## config.mk

```make
export PLATFORM = sky130hd
export DESIGN_NAME = inst_port_arbiter_flat
export DESIGN_NICKNAME = d
export VERILOG_FILES = /design/src/rtl/inst_arb_pkg.sv /design/src/rtl/inst_port_arbiter_if.sv /design/src/rtl/inst_arb_id_fifo.sv /design/src/rtl/inst_port_arbiter.sv /design/src/flat_wrapper.sv
export SDC_FILE = /design/constraint.sdc
export NUM_CORES = 1
export LEC_CHECK = 0
export CAP_MARGIN = 30
export CORE_MARGIN = 1.5
export CORE_UTILIZATION = 31
export CTS_CLUSTER_DIAMETER = 150
export DETAILED_ROUTE_END_ITERATION = 16
export PLACE_DENSITY = 0.83
export SETUP_SLACK_MARGIN = 0.15
export SLEW_MARGIN = 40
export SYNTH_ARGS = -nofsm -noshare
export SYNTH_HDL_FRONTEND = slang
export SYNTH_SLANG_ARGS = --single-unit
export TNS_END_PERCENT = 30
```

## constraint.sdc

```tcl
create_clock -name clk -period 2.7 [get_ports clk]
set_input_delay 0.81 -clock clk [delete_from_list [all_inputs] [get_ports clk]]
set_output_delay 0.81 -clock clk [all_outputs]
set_load 0.005 [all_outputs]
```

## src/rtl/inst_arb_pkg.sv

```systemverilog
// Shared types and widths for the instruction-port arbiter.
package inst_arb_pkg;

  localparam int unsigned ID_W   = 2;
  localparam int unsigned ADDR_W = 32;
  localparam int unsigned DATA_W = 32;

  typedef logic [ID_W-1:0] req_id_t;

  typedef enum logic {
    ARB_ROUND_ROBIN = 1'b0,
    ARB_FIXED_PRIO  = 1'b1
  } arb_mode_e;

  typedef enum logic {
    LK_OPEN = 1'b0,
    LK_HELD = 1'b1
  } lock_state_e;

endpackage

```

## src/rtl/inst_port_arbiter_if.sv

```systemverilog
// Requester-side and narrow-port signals of the instruction-port arbiter.
interface inst_port_arbiter_if
  import inst_arb_pkg::*;
#(
  parameter int unsigned NUM_REQ = 2
);

  logic [NUM_REQ-1:0]        req_req;
  logic [NUM_REQ*ADDR_W-1:0] req_addr;
  logic [NUM_REQ-1:0]        req_gnt;
  logic [NUM_REQ-1:0]        req_rvalid;
  logic [DATA_W-1:0]         req_rdata;
  logic                      axi_i_req;
  logic [ADDR_W-1:0]         axi_i_addr;
  logic                      axi_i_gnt;
  logic                      axi_i_rvalid;
  logic [DATA_W-1:0]         axi_i_rdata;

  // Arbiter side
  modport slave (
    input  req_req, req_addr, axi_i_gnt, axi_i_rvalid, axi_i_rdata,
    output req_gnt, req_rvalid, req_rdata, axi_i_req, axi_i_addr
  );

  // Environment side (requesters plus narrow port)
  modport master (
    output req_req, req_addr, axi_i_gnt, axi_i_rvalid, axi_i_rdata,
    input  req_gnt, req_rvalid, req_rdata, axi_i_req, axi_i_addr
  );

endinterface

```

## src/rtl/inst_arb_id_fifo.sv

```systemverilog
// In-order FIFO of granted requester IDs awaiting read data.
module inst_arb_id_fifo
  import inst_arb_pkg::*;
#(
  parameter int unsigned DEPTH = 2
) (
  input  logic                         clk,
  input  logic                         rst,
  input  logic                         i_push,
  input  req_id_t                      i_push_id,
  input  logic                         i_pop,
  output logic                         o_full,
  output logic                         o_empty,
  output logic [$clog2(DEPTH+1)-1:0]   o_count,
  output req_id_t                      o_head
);

  localparam int unsigned PTR_W = (DEPTH > 1) ? $clog2(DEPTH) : 1;
  localparam int unsigned CNT_W = $clog2(DEPTH + 1);

  req_id_t            r_mem [DEPTH];
  logic [PTR_W-1:0]   r_wr_ptr;
  logic [PTR_W-1:0]   r_rd_ptr;
  logic [CNT_W-1:0]   r_count;

  function automatic logic [PTR_W-1:0] ptr_inc(input logic [PTR_W-1:0] p);
    return (p == PTR_W'(DEPTH - 1)) ? '0 : p + PTR_W'(1);
  endfunction

  always_ff @(posedge clk) begin
    if (rst) begin
      r_wr_ptr <= '0;
      r_rd_ptr <= '0;
      r_count  <= '0;
    end else begin
      if (i_push) r_wr_ptr <= ptr_inc(r_wr_ptr);
      if (i_pop)  r_rd_ptr <= ptr_inc(r_rd_ptr);
      case ({i_push, i_pop})
        2'b10:   r_count <= r_count + CNT_W'(1);
        2'b01:   r_count <= r_count - CNT_W'(1);
        default: r_count <= r_count;
      endcase
    end
  end

  // Storage needs no reset: pointers and count define validity
  always_ff @(posedge clk) begin
    if (i_push) r_mem[r_wr_ptr] <= i_push_id;
  end

  assign o_full  = (r_count == CNT_W'(DEPTH));
  assign o_empty = (r_count == '0);
  assign o_count = r_count;
  assign o_head  = r_mem[r_rd_ptr];

endmodule

```

## src/rtl/inst_port_arbiter.sv

```systemverilog
// Arbitrates NUM_REQ instruction requesters onto one narrow port and routes read data back in order.
// Define INST_ARB_FIXED_PRIO_EN for fixed priority (index 0 highest) instead of round-robin.
module inst_port_arbiter
  import inst_arb_pkg::*;
#(
  parameter int unsigned NUM_REQ   = 2,
  parameter int unsigned OUT_DEPTH = 2
) (
  input  logic                             clk,
  input  logic                             rst,
  inst_port_arbiter_if.slave               bus,
  output logic [$clog2(OUT_DEPTH+1)-1:0]   outstanding,
  output logic                             err_sticky
);

  localparam int unsigned IDX_W = $clog2(NUM_REQ);
  localparam int unsigned CNT_W = $clog2(OUT_DEPTH + 1);

`ifdef INST_ARB_FIXED_PRIO_EN
  localparam arb_mode_e ARB_MODE = ARB_FIXED_PRIO;
`else
  localparam arb_mode_e ARB_MODE = ARB_ROUND_ROBIN;
`endif

  req_id_t             r_rr_ptr;
  lock_state_e         r_lock_state;
  lock_state_e         w_lock_state_nxt;
  req_id_t             r_lock_id;
  req_id_t             w_lock_id_nxt;
  logic                r_err;

  req_id_t             w_start;
  req_id_t             w_rr_winner;
  req_id_t             w_winner;
  logic [IDX_W-1:0]    w_idx;
  req_id_t             w_rr_next;
  logic                w_any;
  logic                w_axi_req;
  logic                w_hs;
  logic                w_pop;
  logic                w_full;
  logic                w_empty;
  logic [CNT_W-1:0]    w_count;
  req_id_t             w_head;
  logic [ADDR_W-1:0]   w_addr;

  assign w_start = (ARB_MODE == ARB_ROUND_ROBIN) ? r_rr_ptr : '0;
  assign w_any   = |bus.req_req;

  // First asserted request scanning upward from w_start, wrapping at NUM_REQ
  always_comb begin : rr_pick
    logic        v_found;
    int unsigned v_idx;
    v_found     = 1'b0;
    v_idx       = 0;
    w_rr_winner = '0;
    for (int unsigned k = 0; k < NUM_REQ; k++) begin
      v_idx = 32'(w_start) + k;
      if (v_idx >= NUM_REQ) v_idx = v_idx - NUM_REQ;
      if (!v_found && bus.req_req[IDX_W'(v_idx)]) begin
        v_found     = 1'b1;
        w_rr_winner = ID_W'(v_idx);
      end
    end
  end

  assign w_winner  = (r_lock_state == LK_HELD) ? r_lock_id : w_rr_winner;
  assign w_idx     = IDX_W'(w_winner);
  assign w_axi_req = w_any && !w_full && !rst;
  assign w_hs      = w_axi_req && bus.axi_i_gnt;
  assign w_pop     = bus.axi_i_rvalid && !w_empty && !rst;
  assign w_rr_next = (w_winner == ID_W'(NUM_REQ - 1)) ? '0 : w_winner + ID_W'(1);

  always_comb begin
    w_addr = '0;
    for (int i = 0; i < NUM_REQ; i++) begin
      if (w_idx == IDX_W'(i)) w_addr = bus.req_addr[i*ADDR_W +: ADDR_W];
    end
  end

  assign bus.axi_i_req  = w_axi_req;
  assign bus.axi_i_addr = w_axi_req ? w_addr : '0;
  assign bus.req_gnt    = w_hs ? (NUM_REQ'(1) << w_idx) : '0;
  assign bus.req_rvalid = w_pop ? (NUM_REQ'(1) << IDX_W'(w_head)) : '0;
  assign bus.req_rdata  = bus.axi_i_rdata;

  // Winner lock: holds selection while the narrow port stalls the request
  always_ff @(posedge clk) begin
    if (rst) begin
      r_lock_state <= LK_OPEN;
      r_lock_id    <= '0;
    end else begin
      r_lock_state <= w_lock_state_nxt;
      r_lock_id    <= w_lock_id_nxt;
    end
  end

  always_comb begin
    w_lock_state_nxt = r_lock_state;
    w_lock_id_nxt    = r_lock_id;
    case (r_lock_state)
      LK_OPEN: begin
        if (w_axi_req && !bus.axi_i_gnt) begin
          w_lock_state_nxt = LK_HELD;
          w_lock_id_nxt    = w_winner;
        end
      end
      LK_HELD: begin
        if (w_hs || !w_axi_req) w_lock_state_nxt = LK_OPEN;
      end
      default: w_lock_state_nxt = LK_OPEN;
    endcase
  end

  always_ff @(posedge clk) begin
    if (rst) begin
      r_rr_ptr <= '0;
      r_err    <= 1'b0;
    end else begin
      if ((ARB_MODE == ARB_ROUND_ROBIN) && w_hs) r_rr_ptr <= w_rr_next;
      if (bus.axi_i_rvalid && w_empty) r_err <= 1'b1;
    end
  end

  inst_arb_id_fifo #(
    .DEPTH (OUT_DEPTH)
  ) u_id_fifo (
    .clk       (clk),
    .rst       (rst),
    .i_push    (w_hs),
    .i_push_id (w_winner),
    .i_pop     (w_pop),
    .o_full    (w_full),
    .o_empty   (w_empty),
    .o_count   (w_count),
    .o_head    (w_head)
  );

  assign outstanding = w_count;
  assign err_sticky  = r_err;

endmodule

```

## src/flat_wrapper.sv

```systemverilog
// flat-port wrapper written by rule: the top's interface ports become plain ports
module inst_port_arbiter_flat import inst_arb_pkg::*;
#(
  parameter int unsigned NUM_REQ   = 2,
  parameter int unsigned OUT_DEPTH = 2
)
  (clk, rst, outstanding, err_sticky, bus_req_req, bus_req_addr, bus_axi_i_gnt, bus_axi_i_rvalid, bus_axi_i_rdata, bus_req_gnt, bus_req_rvalid, bus_req_rdata, bus_axi_i_req, bus_axi_i_addr);
  inst_port_arbiter_if #(.NUM_REQ(NUM_REQ)) bus_i ();
  input  logic clk;
  input  logic rst;
  output logic [$clog2(OUT_DEPTH+1)-1:0] outstanding;
  output logic err_sticky;
  input wire logic [$bits(bus_i.req_req)-1:0] bus_req_req;
  input wire logic [$bits(bus_i.req_addr)-1:0] bus_req_addr;
  input wire logic [$bits(bus_i.axi_i_gnt)-1:0] bus_axi_i_gnt;
  input wire logic [$bits(bus_i.axi_i_rvalid)-1:0] bus_axi_i_rvalid;
  input wire logic [$bits(bus_i.axi_i_rdata)-1:0] bus_axi_i_rdata;
  output wire logic [$bits(bus_i.req_gnt)-1:0] bus_req_gnt;
  output wire logic [$bits(bus_i.req_rvalid)-1:0] bus_req_rvalid;
  output wire logic [$bits(bus_i.req_rdata)-1:0] bus_req_rdata;
  output wire logic [$bits(bus_i.axi_i_req)-1:0] bus_axi_i_req;
  output wire logic [$bits(bus_i.axi_i_addr)-1:0] bus_axi_i_addr;
  assign bus_i.req_req = bus_req_req;
  assign bus_i.req_addr = bus_req_addr;
  assign bus_i.axi_i_gnt = bus_axi_i_gnt;
  assign bus_i.axi_i_rvalid = bus_axi_i_rvalid;
  assign bus_i.axi_i_rdata = bus_axi_i_rdata;
  assign bus_req_gnt = bus_i.req_gnt;
  assign bus_req_rvalid = bus_i.req_rvalid;
  assign bus_req_rdata = bus_i.req_rdata;
  assign bus_axi_i_req = bus_i.axi_i_req;
  assign bus_axi_i_addr = bus_i.axi_i_addr;
  inst_port_arbiter #(.NUM_REQ(NUM_REQ), .OUT_DEPTH(OUT_DEPTH)) u_core (.clk(clk), .rst(rst), .bus(bus_i), .outstanding(outstanding), .err_sticky(err_sticky));
endmodule
```

# [Word level (Yosys, flattened, before mapping)]
# Memory sizes are Yosys's and may differ from the RTL's. A register that Yosys moved wholly into a read port is not among the register bits.
# Cells that the tools add are included.
[op_classes] n_reduce_logical=19 n_addsub=8 magnitude_cmp=4 eq_ne=4 shift=2 mux=25 bitwise_logic=1
[op_table] cell="two-way mux 32 bit" count=2
[op_table] cell="two-way mux 2 bit" count=8
[op_table] cell="two-way mux 1 bit" count=13
[op_table] cell="logical AND 1 bit" count=8
[op_table] cell="zero test 1 bit" count=6
[op_table] cell="adder 2 x 1 -> 2 bit (second input constant)" count=2
[op_table] cell="equality test 2 x 1 -> 1 bit (second input constant)" count=2
[op_table] cell="equality test 2 bit (second input constant)" count=2
[op_table] cell="less-than comparator 1 x 2 -> 1 bit (second input constant)" count=2
[op_table] cell="case mux 2 bit (2 select lines)" count=1
[op_table] cell="<< shifter 1 x 1 -> 2 bit (first input constant)" count=2
[op_table] cell="subtractor 2 bit (second input constant)" count=2
[op_table] cell="adder 2 x 1 -> 3 bit (second input constant)" count=1
[op_table] cell=">= comparator 3 x 2 -> 1 bit (second input constant)" count=1
[op_table] cell="adder 1 bit (second input constant)" count=2
[op_table] cell=">= comparator 2 bit (second input constant)" count=1
[op_table] cell="zero test 2 bit" count=1
[op_table] cell="case mux 1 bit (2 select lines)" count=1
[op_table] cell="AND reduction 2 bit" count=1
[op_table] cell="nonzero test 2 bit" count=1
[op_table] cell="OR reduction 2 bit" count=1
[op_table] cell="subtractor 2 x 1 -> 2 bit (second input constant)" count=1
[op_table] cell="logical OR 1 bit" count=1
[op_table] cell="inverter 1 bit" count=1
[word_totals] ram_bits=4 n_memories=1 output_inout_bits=72 ff_bits=10 wordCells=71
[mem_list] memory="u_core.u_id_fifo.r_mem" depth=2 width=2 read_ports=1 rd_ports_with_merged_regs=1 wr=1 line_no="inst_arb_id_fifo.sv:21" rtl="req_id_t r_mem [DEPTH];"

# [Depth between registers and ports, before layout]
[depth] ltp_word=11 mapped_depth=8

# [Cells and area by module]
# A second synthesis with hierarchy kept.
[hier_totals] cells_unflattened=205 hier_area_um2=1362.6
[modules_own_cells] module="inst_port_arbiter" cells_each=177 instances=1 area_per_inst_um2=1014.7
[modules_own_cells] module="inst_arb_id_fifo" cells_each=28 instances=1 area_per_inst_um2=347.8

# [Least setup slack after synthesis]
# OpenSTA, ideal clock, no wires.
[synth_path] kind="input-to-output" from="input port bus_req_req[1]" to="output port bus_axi_i_addr[0]" t_arrival_ns=1.618 required_time_ns=1.890 setup_slack_ns=0.272 cell_stages=5 path_buffers=2 cell_sequence="nor2b_1 -> a22oi_1 -> buf_4 -> buf_6 -> mux2i_1"
[synth_between] elab_chain_cells=9 elab_cells_between_ends=15 classes_between="mux (10); reduce/logical (5)"
[synth_rtl] item="from (decl)" line_no="flat_wrapper.sv:13" rtl="input wire logic [$bits(bus_i.req_req)-1:0] bus_req_req;"
[synth_rtl] item="two-way mux 1 bit (not written as such) (2 in series)" line_no="inst_port_arbiter.sv:60" rtl="if (!v_found && bus.req_req[IDX_W'(v_idx)]) begin"
[synth_rtl] item="two-way mux 1 bit" line_no="inst_port_arbiter.sv:60"
[synth_rtl] item="zero test 1 bit" line_no="inst_port_arbiter.sv:60"
[synth_rtl] item="logical AND 1 bit" line_no="inst_port_arbiter.sv:60"
[synth_rtl] item="two-way mux 2 bit" line_no="inst_port_arbiter.sv:60"
[synth_rtl] item="two-way mux 2 bit" line_no="inst_port_arbiter.sv:67" rtl="assign w_winner = (r_lock_state == LK_HELD) ? r_lock_id : w_rr_winner;"
[synth_rtl] item="two-way mux 32 bit" line_no="inst_port_arbiter.sv:77" rtl="if (w_idx == IDX_W'(i)) w_addr = bus.req_addr[i*ADDR_W +: ADDR_W];"
[synth_rtl] item="two-way mux 32 bit *" line_no="inst_port_arbiter.sv:82" rtl="assign bus.axi_i_addr = w_axi_req ? w_addr : '0;"
[synth_rtl] item="to (decl)" line_no="flat_wrapper.sv:22" rtl="output wire logic [$bits(bus_i.axi_i_addr)-1:0] bus_axi_i_addr;"
# Mark *: on every way between the ends. The rest lies on a longest branch, timed or not. The select of a mux whose other input is x is not followed.

# [Worst setup path after layout]
[layout_path] from="input port bus_req_req[1]" to="output port bus_axi_i_addr[1]"
# Same word-level chain as after synthesis.

==> results_dict.tcl <==
set metrics [dict create \
    status "complete, but fails checks" \
    violations "negative setup slack" \
    fmax_mhz 366.3 \
    async_flop_share 0 \
    finalClockSkew_ns 0.002199 \
    grt_remaining_overflow 0 \
    grt_pass1_vias 1898 \
    core_area_sq_um 5608 \
    hp-class "flop to flop" \
    initial_core_util 0.3257 \
    multi_input_area_sq_um 1194 \
    worst_pin_slew_ns 0.2894 \
    synthDominantCellAreaShare 0.3068 \
    initialDrtViolationCount 56 \
    fillers 515 \
    die_x_um 79.77 \
    synthTopCellsByArea "nand4b_1, mux2i_1, buf_4, dfxtp_1, buf_6" \
    synth_top_area_cell "nand4b_1" \
    synth_edf_count 2 \
    finish.utilization 0.5446 \
    syn-num-nets 312 \
    clk_pin_slew_ns 0.05 \
    required_ns 1.89 \
    cts_tree "built" \
    post_dp_cell_area_sq_um 2818 \
    ioPinCount 174 \
    gp_congestion 0.7453 \
    slew_viol_final 0 \
    final_min_period_over_clock_period 1.011 \
    grt_max_degree 68 \
    ys_types 28 \
    cts_made_buffers 3 \
    numClockSinks 11 \
    wl_per_cell_um 15.75 \
    p_leak_nw 1.414 \
    syn2layout_area_growth_pct 67.19 \
    syn_avg_cell_area_sq_um 8.740 \
    ant_nets 0 \
    cts-root-buf "clkbuf_8" \
    synth_commonest_cells "nand4b_1, mux2i_1, buf_4, nor2_1, buf_6" \
    wl_met3_um 481 \
    grt_usage 0.1745 \
    portBuffers 109 \
    highest_layer "met4" \
    ys_seq_area_frac 0.1315 \
    design_area_sq_um 3054 \
    antenna_found_initial 0 \
    drive_gt1_frac 0.3158 \
    cap_violations 0 \
    cts_buffer_depth 2 \
    cp.arrival_ns 1.92 \
    synth-seq-cells 11 \
    hold_viol_final 0 \
    worstSetupStartpointType "primary input" \
    synthCells 209 \
    ir_worst_vdd_mv 0.2358 \
    die_y_um 79.77 \
    fin_ws_ns -0.03019 \
    synth_warnings 0 \
    ctsHoldBuffers 0 \
    drcViolationCount 0 \
    dp_hpwl_um 3756 \
    diodes 0 \
    grt_setup_unrepaired "yes" \
    clock_latency_ns 0.24 \
    nNetsFinal 408 \
    grt_pass1_wl_um 8859 \
    cellPowerDensity_nw_per_um2 285.9 \
    drt_wl_total_um 5921 \
    crit_fanout 4 \
    syn-cell-area_sq_um 1827 \
    die_area_sq_um 6362 \
    end_kind "primary output" \
    period_minus_slack_ns 2.730 \
    synth_most_common_cell "nand4b_1" \
    num_rows 27 \
    dr.pass1.iters 6 \
    wl_met2_um 3052 \
    critPathKind "primary input to primary output" \
    viasPerCell 5.231 \
    vias 1967 \
    m1WireLength_um 2225 \
    setup_viol 10 \
    synth_flop_cell "dfxtp_1" \
    timing.slew.headroom 0.8071 \
    htreeDepth 1 \
    ff_latch_area_sq_um 240.2 \
]
==> what timing repair did <==
action                     in CTS  in global routing
pin swaps                       7                  5
setup buffers                  15                  2
cloned                          5                  0
setup endpoints to repair      38                 38
gates resized for setup       166                 10
==> kinds of logic after synthesis <==
group           count (synthesis)  synth area share
simple gates                   92            0.3952
compound gates                  6           0.01918
buf+inv                        61            0.2411
flops                          11            0.1315
xor+xnor                        3           0.01439
mux                            35            0.1918
fa+ha+maj                       1          0.006848
==> worst max-delay path: stages <==
cell	delay [ns]
buf_6	0.09
nor2b_4	0.12
a22oi_2	0.13
buf_6	0.14
buf_12	0.10
buf_12	0.11
buf_16	0.11
mux2i_1	0.17
buf_2	0.13
==> power by group <==
group / switching, mW / leakage, nW / internal (mW)
registers: 0.0105 / 0.0927 / 0.184
clock network: 0.0586 / 0.0228 / 0.103
logic: 0.191 / 1.30 / 0.326
total: 0.260 / 1.41 / 0.613
==> final cells by class <==
type | instances | area share
Clock buffer | 4 | 0.01475
Inverter | 2 | 0.002458
Multi-Input combinational cell | 137 | 0.3908
Sequential cell | 11 | 0.07866
Tap cell | 72 | 0.02950
Timing Repair Buffer | 150 | 0.4838
==> cell usage in the layout (no fill, tap or decap), types with 2 or more instances in the layout <==
| master | instances |
|---|---|
| clkdlybuf4s50_1 | 67 |
| xor2_1 | 2 |
| dlygate4sd2_1 | 3 |
| buf_2 | 34 |
| nand2b_1 | 3 |
| nor2_2 | 2 |
| dfxtp_1 | 9 |
| edfxtp_1 | 2 |
| nand4b_1 | 64 |
| clkbuf_8 | 3 |
| nor3_1 | 2 |
| buf_16 | 4 |
| nor2_1 | 9 |
| mux2i_1 | 33 |
| buf_4 | 22 |
| nand2_1 | 2 |
| buf_12 | 10 |
| a21oi_1 | 2 |
| buf_6 | 7 |
| mux2i_2 | 2 |
==> sequential cells by signal, indices dropped and copies added, names as in the netlist, named ones only <==
signal / flops
u_core.u_id_fifo.r_wr_ptr: 1
u_core.r_lock_state: 1
u_core.u_id_fifo.o_count: 2
u_core.r_rr_ptr: 1
u_core.err_sticky: 1
u_core.u_id_fifo.r_rd_ptr: 1
u_core.r_lock_id: 1
u_core.u_id_fifo.r_mem: 2
==> per-stage QoR <==
step           hold slack (ns)  instances  worst slack, ns  TNS (ns)  power [mW]
2_1_floorplan           0.4475        209           0.2723         0      0.4436
3_3_place_gp            0.4491        350          -0.7715    -26.29      0.6499
3_5_place_dp            0.4736        350          -0.7717    -26.18      0.6586
4_1_cts                 0.4825        374         -0.02334   -0.1121      0.8674
5_1_grt                 0.5066        376         -0.09220    -1.049      0.9272
6_report                0.4792        376         -0.03019   -0.1885      0.8733
==> metal layers <==
layer,vias up,global-route usage
met5,-,0
met4,0,0.06034
met3,26,0.03771
met2,96,0.3331
met1,905,0.1869
li1,940,-
==> final timing paths <==
kind                               startpoint                          end  slack [ns]  depth (start not counted)
setup / recovery               bus_req_req[1]            bus_axi_i_addr[1]       -0.03                          9
hold / removal             u_core.r_rr_ptr[0]           u_core.r_rr_ptr[0]        0.48                          2
setup reg to reg  u_core.u_id_fifo.o_count[0]  u_core.u_id_fifo.o_count[1]        0.29                         14
hold reg to reg            u_core.r_rr_ptr[0]           u_core.r_rr_ptr[0]        0.48                          2
(Power assumes the default switching activity.)
